### config.mk
export PLATFORM = sky130hd
export DESIGN_NAME = paralelo_serial_param
export DESIGN_NICKNAME = d
export VERILOG_FILES = /design/src/rtl/paralelo_serial_param.sv
export SDC_FILE = /design/constraint.sdc
export NUM_CORES = 1
export LEC_CHECK = 0
export ABC_AREA = 1
export ABC_CLOCK_PERIOD_IN_PS = 2700
export CAP_MARGIN = 10
export CORE_AREA = 2 2 52 54
export DETAILED_ROUTE_END_ITERATION = 6
export DIE_AREA = 0 0 54 56
export PLACE_DENSITY = 0.61
export SLEW_MARGIN = 20
export SYNTH_ARGS = -nofsm -noshare
export SYNTH_HDL_FRONTEND = slang
export SYNTH_SLANG_ARGS = --single-unit
### constraint.sdc
create_clock -name clk_32f -period 2.7 [get_ports clk_32f]
set_input_delay 0.675 -clock clk_32f [delete_from_list [all_inputs] [get_ports clk_32f]]
set_output_delay 0.675 -clock clk_32f [all_outputs]
set_load 0.005 [all_outputs]
### src/rtl/paralelo_serial_param.sv
// Parallel-to-serial transmitter: one WIDTH-bit frame per bit-counter wrap, IDLE preamble after reset.
// Optional even parity bit per frame when PS_PARITY_EN is defined.
module paralelo_serial_param #(
  parameter int             WIDTH     = 8,
  parameter logic [WIDTH-1:0] IDLE_WORD = 8'hBC,
  parameter int             PREAMBLE  = 2,
  parameter int             LSB_FIRST = 0
) (
  input  logic             clk_32f,
  input  logic             reset,
  input  logic [WIDTH-1:0] data_in,
  input  logic             valid_in,
  output logic             ready,
  output logic             active,
  output logic             data_out
);

`ifdef PS_PARITY_EN
  localparam int F = WIDTH + 1;
`else
  localparam int F = WIDTH;
`endif
  localparam int CW = $clog2(F);
  localparam logic [CW-1:0] LAST = CW'(F - 1);
  localparam logic [3:0] PRE = 4'(PREAMBLE);

  typedef enum logic {
    SYNC,
    ACTIVE
  } state_t;

  localparam state_t RST_ST = (PREAMBLE == 0) ? ACTIVE : SYNC;

  state_t         state;
  logic [CW-1:0]  bit_cnt;
  logic [F-2:0]   shreg;
  logic [3:0]     pre_cnt;
  logic           load;
  logic [WIDTH-1:0] word;
  logic [WIDTH-1:0] ord;
  logic [F-1:0]   frame;

  assign load   = (bit_cnt == '0);
  assign active = (state == ACTIVE);
  assign ready  = (state == ACTIVE) && load;

  // ord[WIDTH-1] is always the first bit on the wire
  always_comb begin
    word = IDLE_WORD;
    if (state == ACTIVE && valid_in)
      word = data_in;
    ord = word;
    if (LSB_FIRST != 0)
      for (int i = 0; i < WIDTH; i++)
        ord[i] = word[WIDTH-1-i];
`ifdef PS_PARITY_EN
    frame = {ord, ^word};
`else
    frame = ord;
`endif
  end

  always_ff @(posedge clk_32f or negedge reset) begin
    if (!reset) begin
      state    <= RST_ST;
      bit_cnt  <= '0;
      shreg    <= '0;
      pre_cnt  <= '0;
      data_out <= 1'b0;
    end else begin
      if (load) begin
        data_out <= frame[F-1];
        shreg    <= frame[F-2:0];
        bit_cnt  <= CW'(1);
        if (state == SYNC)
          pre_cnt <= pre_cnt + 4'd1;
      end else begin
        data_out <= shreg[F-2];
        shreg    <= shreg << 1;
        bit_cnt  <= (bit_cnt == LAST) ? '0 : bit_cnt + CW'(1);
      end
      // switch on the last bit of the final preamble word so ready leads the data load
      if (state == SYNC && bit_cnt == LAST && pre_cnt == PRE)
        state <= ACTIVE;
    end
  end

endmodule

==> flow_summary_export.csv, run 1 <==
group,metric,value,unit
run_status,run_status,"finished clean",
yosys,yosys_warnings,0,
cts,cts_setup_buffers,0,
power,clock_power_share,0.361,
worst_setup_path,timing.critical_path.fanout_max,5,
timing,timing.slew.headroom,0.543,
flow_run,maxCapViolCount,0,
cts,clock_sinks,16,
timing,hold-worst-slack,0.473,ns
power,vdd.ir_drop.worst,0.000223,V
floorplan,number_of_placement_rows,18,
power,internal_power,0.000344,W
global_route,grt_first_pass_wirelength,2.15,mm
timing,final_hold_viol_count,0,
timing,setup_slack,0.378,ns
timing,grt_setup_unrepaired,"no",
yosys,synth_cells,78,
timing,max_clock_freq,0.431,GHz
placed_design,finalWeightedCongestion,0.641,
yosys,synth_seq_area_share,0.570,
cts,clock_latency_reported_for_the_late_side_of_the_worst_skew_pair,0.28,ns
layout,area_growth_syn_to_layout,29.1,%
placed_design,placedCellCount,121,
timing,final-setup-viol-count,0,
yosys,postSynthNetCount,94,
worst_setup_path,r2r_startpoint,"bit_cnt[0]$_DFF_PN0_",
worst_setup_path,worst_ep_required_time,2.03,ns
timing,fin_skew,0.00681,ns
routing,route.detailed.drc,0,
layout,fraction_of_layout_cells_with_a_size_suffix_above_1,0.0526,
layout,leading_cell_types_in_the_layout_fill_and_taps_excluded,"nor2_1 (19), nand2_1 (18), dfrtp_1 (16)",
floorplan,initial_utilization,0.289,
worst_setup_path,critical_path_class,"register to primary output",
cts,tritoncts_buffer_count,3,
timing,worstMarginPinSlew,0.683,ns
placed_design,detailed_place_hpwl,958,um
floorplan,chipWidth,54,um
routing,detailedRoute.firstIterationViolations,5,
floorplan,floorplan.io_pins,14,
layout,mostFrequentLayoutCell,"nor2_1",
yosys,yosys_cell_types,10,
timing,slew_violations,0,
yosys,synth.ff_latch_count,16,
power,switching_power,0.0000829,W
global_route,grt-ovfl-total,0,
min_path,timing.hold.worst.start,"shreg[5]$_DFF_PN0_",
layout,filler_cell_count,245,
timing,finalCritPeriodShare,0.860,
yosys,synth.avg_cell_area,9.00,um2
placed_design,buffer_ports.inserted,13,
timing,finalWorstPathRequiredPeriod,2.32,ns
routing,number_of_iterations_in_the_first_detailed_routing_pass,4,
routing,route.antenna.remaining_nets,0,
cts,post_cts.resized_instances,0,
floorplan,die_area,3020,um2
cts,h_tree_levels,1,
worst_setup_path,setup.worst_path.end_class,"primary output",
cts,clock_tree.buffer_depth,2,
routing,vias,513,
global_route,groute.usage.overall,0.0950,
worst_setup_path,setup.worst_path.start_class,"register",
cts,holdBufCountCts,0,
power,netSwitchingFraction,0.194,
floorplan,floorplan.die.height,56,um
global_route,grt_antenna_before_repair,0,
timing,fin_setup_tns,0,ns
min_path,worst_hold_path_type,"register to register",
layout,layout.nets,112,
yosys,synth_area,702,um2
power,power_per_cell_area,471,nW/um2
worst_setup_path,cp_data_arrival_time,1.65,ns
power,cellLeakagePower,0.433,nW
cts,cts_root_buffer,"clkbuf_4",
layout,antenna-diode-count,0,
power,power,0.000427,W
cts,cts.reportedPaths.clkPinSlew,0.10,ns
worst_setup_path,critical_path.startpoint,"bit_cnt[0]$_DFF_PN0_",
power,power.combinational.fraction,0.060,
global_route,pin_count_of_the_biggest_net_entering_global_routing,17,
floorplan,core_area,2430,um2
layout,finalNonFillerCells,125,
routing,drt-vias-per-instance,4.10,
cts,cts_tree,"done",
global_route,vias_in_the_first_global_route,538,
routing,route.detailed.wl_per_inst,9.74,um
power,fraction_of_power_consumed_by_sequential_logic,0.579,
routing,route.final.wire_length,1.22,mm
placed_design,dp_worst_setup_slack,0.674,ns
## critical path, stage by stage, from the launching register on
cell and delay, ns:
dfrtp_1 0.41, inv_1 0.06, ha_1 0.17, nand2_1 0.12, nor2_1 0.11, clkdlybuf4s50_1 0.50
## power by group through the flow
| stage | logic [W] | registers, W | clock network [W] |
|---|---|---|---|
| floorplan | 0.00000481 | 0.000251 | 0 |
| global placement | 0.0000263 | 0.000252 | 0 |
| detailed placement | 0.0000266 | 0.000252 | 0 |
| CTS | 0.0000267 | 0.000247 | 0.000160 |
| global route | 0.0000295 | 0.000248 | 0.000169 |
| finish | 0.0000256 | 0.000247 | 0.000154 |
## worst paths after layout
path	slack, ns	end	cells past startpoint
worst max-delay path	0.38	ready	5
worst min-delay path	0.47	shreg[6]$_DFF_PN0_	2
worst max register to register	1.37	pre_cnt[0]$_DFFE_PN0P_	6
worst min register to register	0.47	shreg[6]$_DFF_PN0_	2
max in group asynchronous	1.46	bit_cnt[1]$_DFF_PN0_	1
min in group asynchronous	0.80	active$_DFFE_PN0P_	1
## per-layer routing
metal | GRT usage | wire length (um) | up-vias
met5 | 0 | 0 | -
met4 | 0.0214 | 17 | 0
met3 | 0.0161 | 38 | 2
met2 | 0.169 | 596 | 10
met1 | 0.115 | 563 | 231
li1 | - | - | 270
## cells in the mapped netlist
| library cell | count | area [um2] |
|---|---|---|
| nor2_1 | 19 | 71.3 |
| dfrtp_1 | 16 | 400 |
| xor2_1 | 1 | 8.76 |
| ha_1 | 5 | 62.6 |
| inv_1 | 11 | 41.3 |
| nand3_1 | 2 | 10.0 |
| o21ai_0 | 2 | 10.0 |
| nand4_1 | 3 | 18.8 |
| nand2_1 | 18 | 67.6 |
| nor2_4 | 1 | 11.3 |
## metrics by stage
| step | util | cell area, um2 |
|---|---|---|
| 4_1_cts | 0.372 | 906 |
| 6_report | 0.372 | 906 |
| 3_5_place_dp | 0.358 | 870 |
| 5_1_grt | 0.372 | 906 |
| 2_1_floorplan | - | 702 |
| 3_3_place_gp | 0.358 | 870 |
## flip-flops by register name (all words and copies together) (netlist names)
register	flops
pre_cnt	4
shreg	7
data_out	1
bit_cnt	3
active	1
## area by class of cell
class / instances / area, um2 / share of cell area
sequential: 16 / 400 / 0.442
multi-input combinational: 51 / 260 / 0.287
timing repair buffer: 13 / 130 / 0.144
inverter: 11 / 41.3 / 0.0456
tap: 30 / 37.5 / 0.0414
clock buffer: 4 / 36.3 / 0.0401
## logic make-up after synthesis
logic type	count (synthesis)	synth area share
adder cells (fa/ha/maj)	5	0.0891
XOR/XNOR	1	0.0125
AO/OA/AOI/OAI	2	0.0143
buffers and inverters	11	0.0588
AND/OR/NAND/NOR	43	0.255
flip-flops	16	0.570
(Power assumes the default switching activity.)
==> inputs of run 2 (changes only) <==
--- a/config.mk
+++ b/config.mk
@@ -11,8 +11,7 @@
 export CORE_AREA = 2 2 52 54
 export DETAILED_ROUTE_END_ITERATION = 6
 export DIE_AREA = 0 0 54 56
-export PLACE_DENSITY = 0.61
-export SLEW_MARGIN = 20
 export SYNTH_ARGS = -nofsm -noshare
 export SYNTH_HDL_FRONTEND = slang
 export SYNTH_SLANG_ARGS = --single-unit
+export TNS_END_PERCENT = 1
==> run 2 against run 1 <==
Effect of this change:
- cell count unchanged
- first-iteration DRC count increased by 40%
- worst hold slack worse by 0.0070 ns
- register-to-register slack is essentially flat
- sequential share of layout area unchanged
- via count grew 2.3%
==> flow_summary_export.csv, run 2 (same netlist as run 1, synthesis figures left out) <==
group,metric,value,unit
cts,cts_root_buffer,"clkbuf_4",
layout,fraction_of_layout_cells_with_a_size_suffix_above_1,0.0526,
placed_design,buffer_ports.inserted,13,
floorplan,die_area,3020,um2
cts,clock_sinks,16,
layout,antenna-diode-count,0,
global_route,grt_antenna_before_repair,0,
cts,cts.reportedPaths.clkPinSlew,0.10,ns
timing,timing.slew.headroom,0.523,
routing,route.final.wire_length,1.31,mm
timing,finalCritPeriodShare,0.870,
global_route,grt_first_pass_wirelength,2.12,mm
timing,slew_violations,0,
layout,leading_cell_types_in_the_layout_fill_and_taps_excluded,"nor2_1 (19), nand2_1 (18), dfrtp_1 (16)",
worst_setup_path,worst_ep_required_time,2.03,ns
cts,h_tree_levels,1,
layout,filler_cell_count,262,
flow_run,maxCapViolCount,0,
routing,route.detailed.drc,0,
worst_setup_path,timing.critical_path.max_delay_family,"buffers and inverters",
timing,final-setup-viol-count,0,
cts,post_cts.resized_instances,0,
worst_setup_path,critical_path_class,"register to primary output",
floorplan,floorplan.io_pins,14,
routing,route.antenna.remaining_nets,0,
global_route,groute.usage.overall,0.0973,
worst_setup_path,setup.worst_path.start_class,"register",
cts,cts_setup_buffers,0,
timing,finalWorstPathRequiredPeriod,2.35,ns
run_status,run_status,"finished clean",
cts,clock_tree.buffer_depth,2,
placed_design,detailed_place_hpwl,969,um
worst_setup_path,timing.critical_path.fanout_max,5,
layout,mostFrequentLayoutCell,"nor2_1",
routing,vias,525,
layout,registers.top_by_ff_count,"shreg",
power,cellLeakagePower,0.433,nW
cts,holdBufCountCts,0,
timing,grt_setup_unrepaired,"no",
power,power_per_cell_area,485,nW/um2
worst_setup_path,peak_per_stage_delay_on_the_critical_path,0.50,ns
worst_setup_path,critical_path.n_buffers_inverters,2,
floorplan,floorplan.die.height,56,um
cts,tritoncts_buffer_count,3,
worst_setup_path,reg2reg_setup_slack,1.36,ns
placed_design,finalWeightedCongestion,0.696,
routing,route.detailed.wl_per_inst,10.5,um
routing,detailedRoute.firstIterationViolations,7,
floorplan,number_of_placement_rows,18,
worst_setup_path,critical_path.slowest_cell,"clkdlybuf4s50_1",
layout,layout.nets,112,
global_route,pin_count_of_the_biggest_net_entering_global_routing,17,
worst_setup_path,setup.worst_path.end_class,"primary output",
power,vdd.ir_drop.worst,0.000235,V
placed_design,placedCellCount,121,
layout,largest_registers,"shreg x7, pre_cnt x4, bit_cnt x3",
floorplan,core_area,2430,um2
layout,area_growth_syn_to_layout,29.1,%
worst_setup_path,cp_data_arrival_time,1.67,ns
timing,fin_setup_tns,0,ns
cts,clock_latency_reported_for_the_late_side_of_the_worst_skew_pair,0.30,ns
timing,final_hold_viol_count,0,
worst_setup_path,critical_path_cell_by_cell,"inv_1 -> ha_1 -> nand2_1 -> nor2_1 -> clkdlybuf4s50_1",
layout,finalNonFillerCells,125,
timing,fin_skew,0.00136,ns
routing,number_of_iterations_in_the_first_detailed_routing_pass,4,
timing,worstMarginPinSlew,0.713,ns
floorplan,initial_utilization,0.289,
routing,drt-vias-per-instance,4.20,
power,power,0.000439,W
global_route,grt-ovfl-total,0,
global_route,vias_in_the_first_global_route,499,
layout,largest_register_ff_count,7,
timing,max_clock_freq,0.426,GHz
floorplan,chipWidth,54,um
cts,cts_tree,"done",
min_path,worst_hold_path_type,"register to register",
==> run 2: per-stage QoR <==
step	worst slack (ns)	cell area (um2)	utilization	hold slack [ns]
finish	0.352	906	0.372	0.466
global route	0.240	906	0.372	0.509
CTS	0.334	906	0.372	0.473
detailed placement	0.666	870	0.358	0.451
global placement	0.718	870	0.358	0.455
floorplan	1.22	702	-	0.379
==> run 2: area by class of cell <==
cell class / instances / area, um2 / share of cell area
repair buffers: 13 / 130 / 0.144
inverters: 11 / 41.3 / 0.0456
well taps: 30 / 37.5 / 0.0414
clock buffers: 4 / 36.3 / 0.0401
multi-input cells: 51 / 260 / 0.287
flip-flops and latches: 16 / 400 / 0.442
==> run 2: per-layer routing <==
metal | GRT usage | routed length, um | part of all wire | vias up
met1 | 0.111 | 567 | 0.43 | 239
met4 | 0.0643 | 38 | 0.029 | 0
met3 | 0.0188 | 56 | 0.043 | 4
li1 | - | - | - | 272
met5 | 0 | 0 | 0 | -
met2 | 0.159 | 646 | 0.49 | 10
==> run 2: power breakdown <==
part	switching, W	internal, W	leakage, nW
clock	0.0000844	0.0000823	0.0210
sequential	0.00000158	0.000245	0.188
combinational	0.00000906	0.0000165	0.224
==> run 2: tightest hold or removal path, cell delays in order, from the launching register on <==
cell     delay, ns
dfrtp_1       0.34
nand2_1       0.05
nand2_1       0.05
==> run 2: worst paths after layout <==
kind                                 startpoint                     end  cells after the start
max in group asynchronous                 reset      shreg[3]$_DFF_PN0_                      1
min in group asynchronous                 reset  pre_cnt[2]$_DFFE_PN0P_                      1
hold reg to reg              shreg[5]$_DFF_PN0_      shreg[6]$_DFF_PN0_                      2
hold / removal               shreg[5]$_DFF_PN0_      shreg[6]$_DFF_PN0_                      2
setup / recovery           bit_cnt[0]$_DFF_PN0_                   ready                      5
setup reg to reg           bit_cnt[0]$_DFF_PN0_  pre_cnt[0]$_DFFE_PN0P_                      6
